===== src/rtl/oddr_gbx_pkg.sv =====
// Shared types and sizing helpers for the ODDR TX gearbox.
// State PRE is only reachable when ODDR_GBX_PREAMBLE_EN is defined.
package oddr_gbx_pkg;

    typedef enum logic [1:0] {
        ST_IDLE  = 2'd0,
        ST_SHIFT = 2'd1,
        ST_HOLD  = 2'd2,
        ST_PRE   = 2'd3
    } gbx_state_t;

    function automatic int unsigned beats_f(input int unsigned data_w);
        return data_w / 2;
    endfunction

    function automatic int unsigned cnt_w_f(input int unsigned data_w);
        return $clog2(beats_f(data_w));
    endfunction

endpackage


===== src/rtl/oddr_gbx_shifter.sv =====
// Word shift register and beat counter; presents the current DDR bit pair.
// Bit order (LSB or MSB first) is resolved here so the top stays order-agnostic.
module oddr_gbx_shifter
    import oddr_gbx_pkg::*;
#(
    parameter int unsigned DATA_W    = 8,
    parameter bit          LSB_FIRST = 1'b1
) (
    input  logic              i_clk,
    input  logic              i_rst,
    input  logic              i_load,
    input  logic [DATA_W-1:0] i_word,
    input  logic              i_advance,
    output logic              o_d0,
    output logic              o_d1,
    output logic              o_last_beat
);

    localparam int unsigned BEATS = beats_f(DATA_W);
    localparam int unsigned CNT_W = cnt_w_f(DATA_W);
    localparam logic [CNT_W-1:0] LAST_CNT = CNT_W'(BEATS - 1);

    logic [DATA_W-1:0] r_shift;
    logic [CNT_W-1:0]  r_cnt;
    logic [DATA_W-1:0] w_shift_next;

    generate
        if (LSB_FIRST) begin : g_lsb
            assign w_shift_next = {2'b00, r_shift[DATA_W-1:2]};
            assign o_d0         = r_shift[0];
            assign o_d1         = r_shift[1];
        end else begin : g_msb
            assign w_shift_next = {r_shift[DATA_W-3:0], 2'b00};
            assign o_d0         = r_shift[DATA_W-1];
            assign o_d1         = r_shift[DATA_W-2];
        end
    endgenerate

    assign o_last_beat = (r_cnt == LAST_CNT);

    // A load on the last beat wins over the advance, giving a seamless reload.
    always_ff @(posedge i_clk or posedge i_rst) begin
        if (i_rst) begin
            r_shift <= '0;
            r_cnt   <= '0;
        end else if (i_load) begin
            r_shift <= i_word;
            r_cnt   <= '0;
        end else if (i_advance) begin
            r_shift <= w_shift_next;
            r_cnt   <= o_last_beat ? '0 : r_cnt + CNT_W'(1);
        end
    end

endmodule


===== src/rtl/oddr_tx_gearbox.sv =====
// Parallel-to-DDR gearbox driving ODDR D0/D1/TX from a valid/ready word stream.
// Define ODDR_GBX_PREAMBLE_EN to emit PRE_BEATS cycles of PRE_PAT before each frame.
module oddr_tx_gearbox
    import oddr_gbx_pkg::*;
#(
    parameter int unsigned DATA_W    = 8,
    parameter bit          LSB_FIRST = 1'b1,
    parameter logic        INIT      = 1'b0,
    parameter int unsigned PRE_BEATS = 2,
    parameter logic [1:0]  PRE_PAT   = 2'b10
) (
    input  logic              CLK,
    input  logic              RESET,
    input  logic              S_TVALID,
    output logic              S_TREADY,
    input  logic [DATA_W-1:0] S_TDATA,
    input  logic              S_TLAST,
    output logic              D0_O,
    output logic              D1_O,
    output logic              TX_O,
    output logic              UNDERRUN,
    output logic              BUSY
);

    gbx_state_t r_state;
    logic       r_tlast;
    logic       r_d0;
    logic       r_d1;
    logic       r_tx;
    logic       r_underrun;
    logic       r_under_pend;

    logic       w_d0;
    logic       w_d1;
    logic       w_last_beat;
    logic       w_xfer;

`ifdef ODDR_GBX_PREAMBLE_EN
    localparam logic [3:0] PRE_LAST = 4'(PRE_BEATS - 1);
    logic [3:0] r_pre_cnt;
`else
    logic w_unused_cfg;
    assign w_unused_cfg = ^{PRE_PAT, PRE_BEATS[3:0]};
`endif

    assign S_TREADY = (r_state == ST_IDLE) || (r_state == ST_HOLD) ||
                      ((r_state == ST_SHIFT) && w_last_beat && !r_tlast);
    assign w_xfer   = S_TVALID && S_TREADY;
    assign BUSY     = (r_state != ST_IDLE);
    assign D0_O     = r_d0;
    assign D1_O     = r_d1;
    assign TX_O     = r_tx;
    assign UNDERRUN = r_underrun;

    oddr_gbx_shifter #(
        .DATA_W    (DATA_W),
        .LSB_FIRST (LSB_FIRST)
    ) u_shifter (
        .i_clk       (CLK),
        .i_rst       (RESET),
        .i_load      (w_xfer),
        .i_word      (S_TDATA),
        .i_advance   (r_state == ST_SHIFT),
        .o_d0        (w_d0),
        .o_d1        (w_d1),
        .o_last_beat (w_last_beat)
    );

    // Output stage lags the state by one cycle, so UNDERRUN is staged to line up with HOLD on the pins.
    always_ff @(posedge CLK or posedge RESET) begin
        if (RESET) begin
            r_state      <= ST_IDLE;
            r_tlast      <= 1'b0;
            r_d0         <= INIT;
            r_d1         <= INIT;
            r_tx         <= 1'b1;
            r_underrun   <= 1'b0;
            r_under_pend <= 1'b0;
`ifdef ODDR_GBX_PREAMBLE_EN
            r_pre_cnt    <= '0;
`endif
        end else begin
            r_underrun   <= r_under_pend;
            r_under_pend <= 1'b0;
            case (r_state)
                ST_SHIFT: begin
                    r_d0 <= w_d0;
                    r_d1 <= w_d1;
                    r_tx <= 1'b0;
                    if (w_last_beat) begin
                        if (r_tlast) begin
                            r_state <= ST_IDLE;
                        end else if (w_xfer) begin
                            r_tlast <= S_TLAST;
                        end else begin
                            r_state      <= ST_HOLD;
                            r_under_pend <= 1'b1;
                        end
                    end
                end
                ST_HOLD: begin
                    r_d0 <= INIT;
                    r_d1 <= INIT;
                    r_tx <= 1'b0;
                    if (w_xfer) begin
                        r_tlast <= S_TLAST;
                        r_state <= ST_SHIFT;
                    end
                end
`ifdef ODDR_GBX_PREAMBLE_EN
                ST_PRE: begin
                    r_d0 <= PRE_PAT[0];
                    r_d1 <= PRE_PAT[1];
                    r_tx <= 1'b0;
                    if (r_pre_cnt == PRE_LAST) begin
                        r_state <= ST_SHIFT;
                    end else begin
                        r_pre_cnt <= r_pre_cnt + 4'd1;
                    end
                end
`endif
                default: begin
                    r_d0 <= INIT;
                    r_d1 <= INIT;
                    r_tx <= 1'b1;
                    if (w_xfer) begin
                        r_tlast <= S_TLAST;
`ifdef ODDR_GBX_PREAMBLE_EN
                        r_state   <= ST_PRE;
                        r_pre_cnt <= '0;
`else
                        r_state   <= ST_SHIFT;
`endif
                    end
                end
            endcase
        end
    end

endmodule


===== config.mk =====
export PLATFORM = sky130hd
export DESIGN_NAME = oddr_tx_gearbox
export DESIGN_NICKNAME = d
export VERILOG_FILES = /design/src/rtl/oddr_gbx_pkg.sv /design/src/rtl/oddr_gbx_shifter.sv /design/src/rtl/oddr_tx_gearbox.sv
export SDC_FILE = /design/constraint.sdc
export NUM_CORES = 1
export LEC_CHECK = 0
export CAP_MARGIN = 20
export CORE_UTILIZATION = 49
export DETAILED_ROUTE_END_ITERATION = 10
export HOLD_SLACK_MARGIN = 0.15
export PLACE_DENSITY = 0.79
export SYNTH_ARGS = -nofsm -noshare
export SYNTH_HDL_FRONTEND = slang
export SYNTH_SLANG_ARGS = --single-unit

===== constraint.sdc =====
create_clock -name CLK -period 2.2 [get_ports CLK]
set_input_delay 0.44 -clock CLK [delete_from_list [all_inputs] [get_ports CLK]]
set_output_delay 0.44 -clock CLK [all_outputs]
set_load 0.005 [all_outputs]

Yosys cells after proc, flatten, opt, wreduce, memory -nomap -nowiden
Cells that the tools add are included.
{ "word_totals": {"reg_bits": 18, "output_inout_bits": 6, "wordCells": 49} }
{ "op_classes": {"addsub": 1, "n_eq_ne": 5, "muxes": 22, "n_reduce_logical": 12} }
{ "op_table": {"columns": ["cell", "n"], "rows": [
  ["$mux W2", 8],
  ["$mux W8", 2],
  ["$mux W1", 12],
  ["$eq A2 B2 Y1 const B", 2],
  ["$reduce_bool A2 Y1", 2],
  ["$logic_and A1 B1 Y1", 3],
  ["$ne A3 B3 Y1 const B", 1],
  ["$reduce_and A3 Y1", 1],
  ["$add A2 B1 Y2 const B", 1],
  ["$eq A2 B1 Y1 const B", 1],
  ["$logic_not A2 Y1", 1],
  ["$logic_or A1 B1 Y1", 2],
  ["$ne A2 B2 Y1 const B", 1],
  ["$reduce_and A2 Y1", 1],
  ["$reduce_or A2 Y1", 1],
  ["$logic_not A1 Y1", 1]
]} }

Logic depth before layout (Yosys ltp)
{ "logic_depth": {"ltp_word": 9, "mapped_depth": 7} }

Cells and area by module
From an unflattened synthesis, not the netlist that was laid out.
{ "unflattened": {"hier_cells": 77, "area_unflattened_um2": 854.6} }
{ "modules_own_cells": {"columns": ["mod", "instances", "cells_each", "area_each_um2"], "rows": [
  ["oddr_gbx_shifter", 1, 43, 473.0],
  ["oddr_tx_gearbox", 1, 34, 381.6]
]} }

Worst setup path before layout
OpenSTA, ideal clock, no wires.
{ "synth_path": {"kind": "register to register", "from": "reg r_state[1]", "to": "reg u_shifter.r_shift[3]", "t_arrival_ns": 1.470, "required_time_ns": 2.075, "path_slack_ns": 0.605, "stages_incl_launch_ff": 7, "synth_period_minus_slack_ns": 1.595, "path_cell_list": "dfrtp_1 inv_1 ha_1 buf_4 buf_2 mux2_2 mux2_4"} }
{ "synth_between": {"elab_chain_len": 6, "elab_cells_between_ends": 10} }
{ "synth_rtl": {"columns": ["element", "line_no", "rtl"], "rows": [
  ["start: declaration", "oddr_tx_gearbox.sv:25", "gbx_state_t r_state;"],
  ["start signal: assignment", "oddr_tx_gearbox.sv:72", "r_state <= ST_IDLE;"],
  ["start signal: assignment", "oddr_tx_gearbox.sv:92", "r_state <= ST_IDLE;"],
  ["start signal: assignment", "oddr_tx_gearbox.sv:96", "r_state <= ST_HOLD;"],
  ["$eq A2 B1 Y1", "oddr_tx_gearbox.sv:47, oddr_tx_gearbox.sv:63", null],
  ["$logic_and A1 B1 Y1 (2 in series)", "oddr_tx_gearbox.sv:47", "((r_state == ST_SHIFT) && w_last_beat && !r_tlast);"],
  ["$logic_or A1 B1 Y1", "oddr_tx_gearbox.sv:46", "assign S_TREADY = (r_state == ST_IDLE) || (r_state == ST_HOLD) ||"],
  ["$logic_and A1 B1 Y1", "oddr_tx_gearbox.sv:48", "assign w_xfer = S_TVALID && S_TREADY;"],
  ["$mux W8 / $reduce_bool A2 Y1 (equally long branches)", null, null],
  ["end signal: assignment", "oddr_gbx_shifter.sv:47", "r_shift <= i_word;"],
  ["end signal: assignment", "oddr_gbx_shifter.sv:50", "r_shift <= w_shift_next;"],
  ["end: declaration", "oddr_gbx_shifter.sv:23", "logic [DATA_W-1:0] r_shift;"]
]} }
Parallel ways exist; a longest one is shown, timed or not.
A chain may end at the register's enable or synchronous reset.

Worst setup path in the final report
{ "layout_path": {"from": "reg r_state[0]", "to": "out BUSY"} }
{ "layout_between": {"elab_chain_len": 1} }
{ "layout_rtl": {"columns": ["element", "line_no", "rtl"], "rows": [
  ["$reduce_bool A2 Y1", "oddr_tx_gearbox.sv:49", "assign BUSY = (r_state != ST_IDLE);"],
  ["end: declaration", "oddr_tx_gearbox.sv:22", "output logic BUSY"]
]} }
No other way between the ends.

==> flow_summary.ini <==
[routing]
detailroute.via_count = 582
remaining_drc_errors = 0
wl_um = 1380
routed_wire_length_per_instance_um = 11.9
detailed_route_iter0_violations = 9
route.antenna.remaining_nets = 0
drt-pass1-iter-count = 4
avgViaCountPerCell = 5.02

[logic_synthesis]
syn-mean-instance-area_sq_um = 12.7
yosys.cell_count.top_type = sky130_fd_sc_hd__dfrtp_1
synthDistinctLibCells = 25
synth.yosys.warnings = 0
synth-seq-area-share = 0.508
postSynth.topFlopCell = sky130_fd_sc_hd__dfrtp_1
synth_cells = 70
syn_area_sq_um = 890
synth_largest_area_cell = sky130_fd_sc_hd__dfrtp_1
synth_enable_flop_cells = 0
synth_seq_cells = 18
postSynthNetCount = 86
synthArstFlopShare = 1.00
post-synth-top-area-fraction = 0.478
netlist_top_cells_count = sky130_fd_sc_hd__dfrtp_1, sky130_fd_sc_hd__mux2_4, sky130_fd_sc_hd__inv_1, sky130_fd_sc_hd__mux2_2, sky130_fd_sc_hd__ha_1
synthTopCellsByArea = sky130_fd_sc_hd__dfrtp_1, sky130_fd_sc_hd__mux2_4, sky130_fd_sc_hd__mux2_2

[power_and_ir_drop]
clock_power_share = 0.124
p_int_mw = 1.09
power.net_switching_mw = 0.499
leakage_nw = 0.558
sequentialPowerShare = 0.351
power.total_mw = 1.59
p_per_cell_area_nw_per_um2 = 1400
vdd_drop_max_mv = 0.802
switching_part_of_the_total_power = 0.314
power_frac_comb = 0.524

[timing]
worst_slew_pin_slew_ps = 658
rsz0062_at_grt = no
final_skew_ps = 0.832
setup_viol_count_final = 0
fin_hold_ws_ps = 368
max_freq_mhz = 510
post-route-period-util = 0.890
number_of_max_slew_violations_in_the_final_report = 0
fin_setup_tns_ps = 0
period_minus_slack_ps = 1960
finalHoldViolCount = 0
final.setup.worst_slack_ps = 241
timing.max_slew.rel_slack = 0.561

[status]
status = complete, no violations

[clocking]
cts.path.max_buffers = 2
insertion_delay_to_the_later_sink_of_the_worst_skew_pair_ps = 290
numCtsBuffers = 3
cts_hold_buffers = 0
cts_num_sinks = 18
cts_max_level = 1
clkTransAtPathRegs_ps = 100
cts-root-buf = sky130_fd_sc_hd__clkbuf_4
cts_tree = done

[die]
die_height_um = 44.6
initial_utilization = 0.521
top_level_ports = 18
die_area_sq_um = 1990
std_cell_rows = 15
die_w_um = 44.6
design.core.area_sq_um = 1710

[worst_setup_path]
path_class = register to output port
setup.reg_to_reg.worst_slack_ps = 550
startpoint_type = register
crit_path_max_fanout = 3
crit_path_end_kind = output port
crit_required_ps = 1760
timing.critical_path.arrival_ps = 1520

[finish]
design.final.nets = 108
post_route_cells_drive_above_1_share = 0.297
final-instance-count-excl-fill = 116
final_util = 0.666
number_of_diodes_added_for_antenna_fixing = 0
final.fill_count = 115
layout_area_growth_over_synthesis_pct = 27.8
fin_area_sq_um = 1140

[grt]
global_route.overflow_total = 0
all_layer_global_routing_usage = 0.169
grt_max_degree = 19
grt_pass1_vias = 558
antenna_found_initial = 0
first_pass_grt_wire_length_um = 2370

[place]
gp_routability_congestion = 0.746
hpwl_um = 1010
io_buffer_count = 17
number_of_instances_in_the_placed_design = 111
pre_cts_ws_ps = 170
placedInstanceArea_sq_um = 1080

[hold_path]
hold_class = register to register

[job]
maxCapViolations = 0
worst max-delay path: stages (launching register included):
cell and delay [ps]:
sky130_fd_sc_hd__dfrtp_1 370, sky130_fd_sc_hd__inv_1 80, sky130_fd_sc_hd__ha_1 230, sky130_fd_sc_hd__inv_1 70, sky130_fd_sc_hd__clkdlybuf4s50_1 480
power groups by stage:
| stage | sequential, mW | combinational (mW) | clock, mW |
|---|---|---|---|
| 2_1_floorplan | 0.548 | 0.606 | 0 |
| 3_3_place_gp | 0.557 | 0.789 | 0 |
| 3_5_place_dp | 0.562 | 0.808 | 0 |
| 4_1_cts | 0.557 | 0.827 | 0.205 |
| 5_1_grt | 0.573 | 0.925 | 0.215 |
| 6_report | 0.559 | 0.834 | 0.198 |
path summary, 6_finish.rpt:
check                              from              endpoint  cells after the start
max                          r_state[0]                  BUSY                      4
min                        r_under_pend              UNDERRUN                      0
max reg2reg                  r_state[0]  u_shifter.r_shift[4]                      6
min reg2reg                r_under_pend              UNDERRUN                      0
max in group asynchronous         RESET            r_state[1]                      2
min in group asynchronous         RESET                  D1_O                      2
cells by family (layout without fill, tap and decap cells):
kind of cell | count (synthesis) | after routing | synth area share
buf+inv | 10 | 31 | 0.0563
fa+ha+maj | 4 | 4 | 0.0563
simple gates | 11 | 11 | 0.0689
compound gates | 11 | 11 | 0.0760
mux | 16 | 16 | 0.235
flops | 18 | 18 | 0.508
what timing repair did:
action / CTS / global route
resized for setup: 4 / 1
endpoints found under the hold margin: 0 / 0
pin swaps: 0 / 1
setup endpoints to repair: 1 / 1
setup buffers: 0 / 1
placed cells by master, fill, tap and decap left out, drive strengths merged, types with 2 or more instances in the layout:
cell / count
nand2: 2
clkdlybuf4s50: 16
ha: 4
dfrtp: 17
and2: 2
clkbuf: 4
nor2: 2
nor2b: 2
mux2: 15
inv: 7
o21ai: 3
a21oi: 3
buf: 3
registers in the layout, indices dropped and copies added (netlist names):
| name | cells |
|---|---|
| u_shifter.r_shift | 8 |
| r_state | 2 |
| u_shifter.r_cnt | 2 |
| D0_O | 1 |
| D1_O | 1 |
| TX_O | 1 |
| UNDERRUN | 1 |
| r_tlast | 1 |
| r_under_pend | 1 |
layer usage:
metal  part of all wire  vias to the layer above  wire length, um  track usage
li1                   -                      283                -            -
met1               0.47                      279              649        0.207
met2               0.47                       18              641        0.268
met3              0.053                        2               73       0.0735
met4              0.010                        0               14       0.0545
met5                  0                        -                0            0
area by class of cell:
class,count,area (sq um),share of cell area
sequential,18,452,0.397
timing repair buffer,20,195,0.172
multi-input combinational,42,397,0.349
inverter,7,26.3,0.0231
clock buffer,4,36.3,0.0319
tap,25,31.3,0.0275
Power figures use the tool's default switching activity.
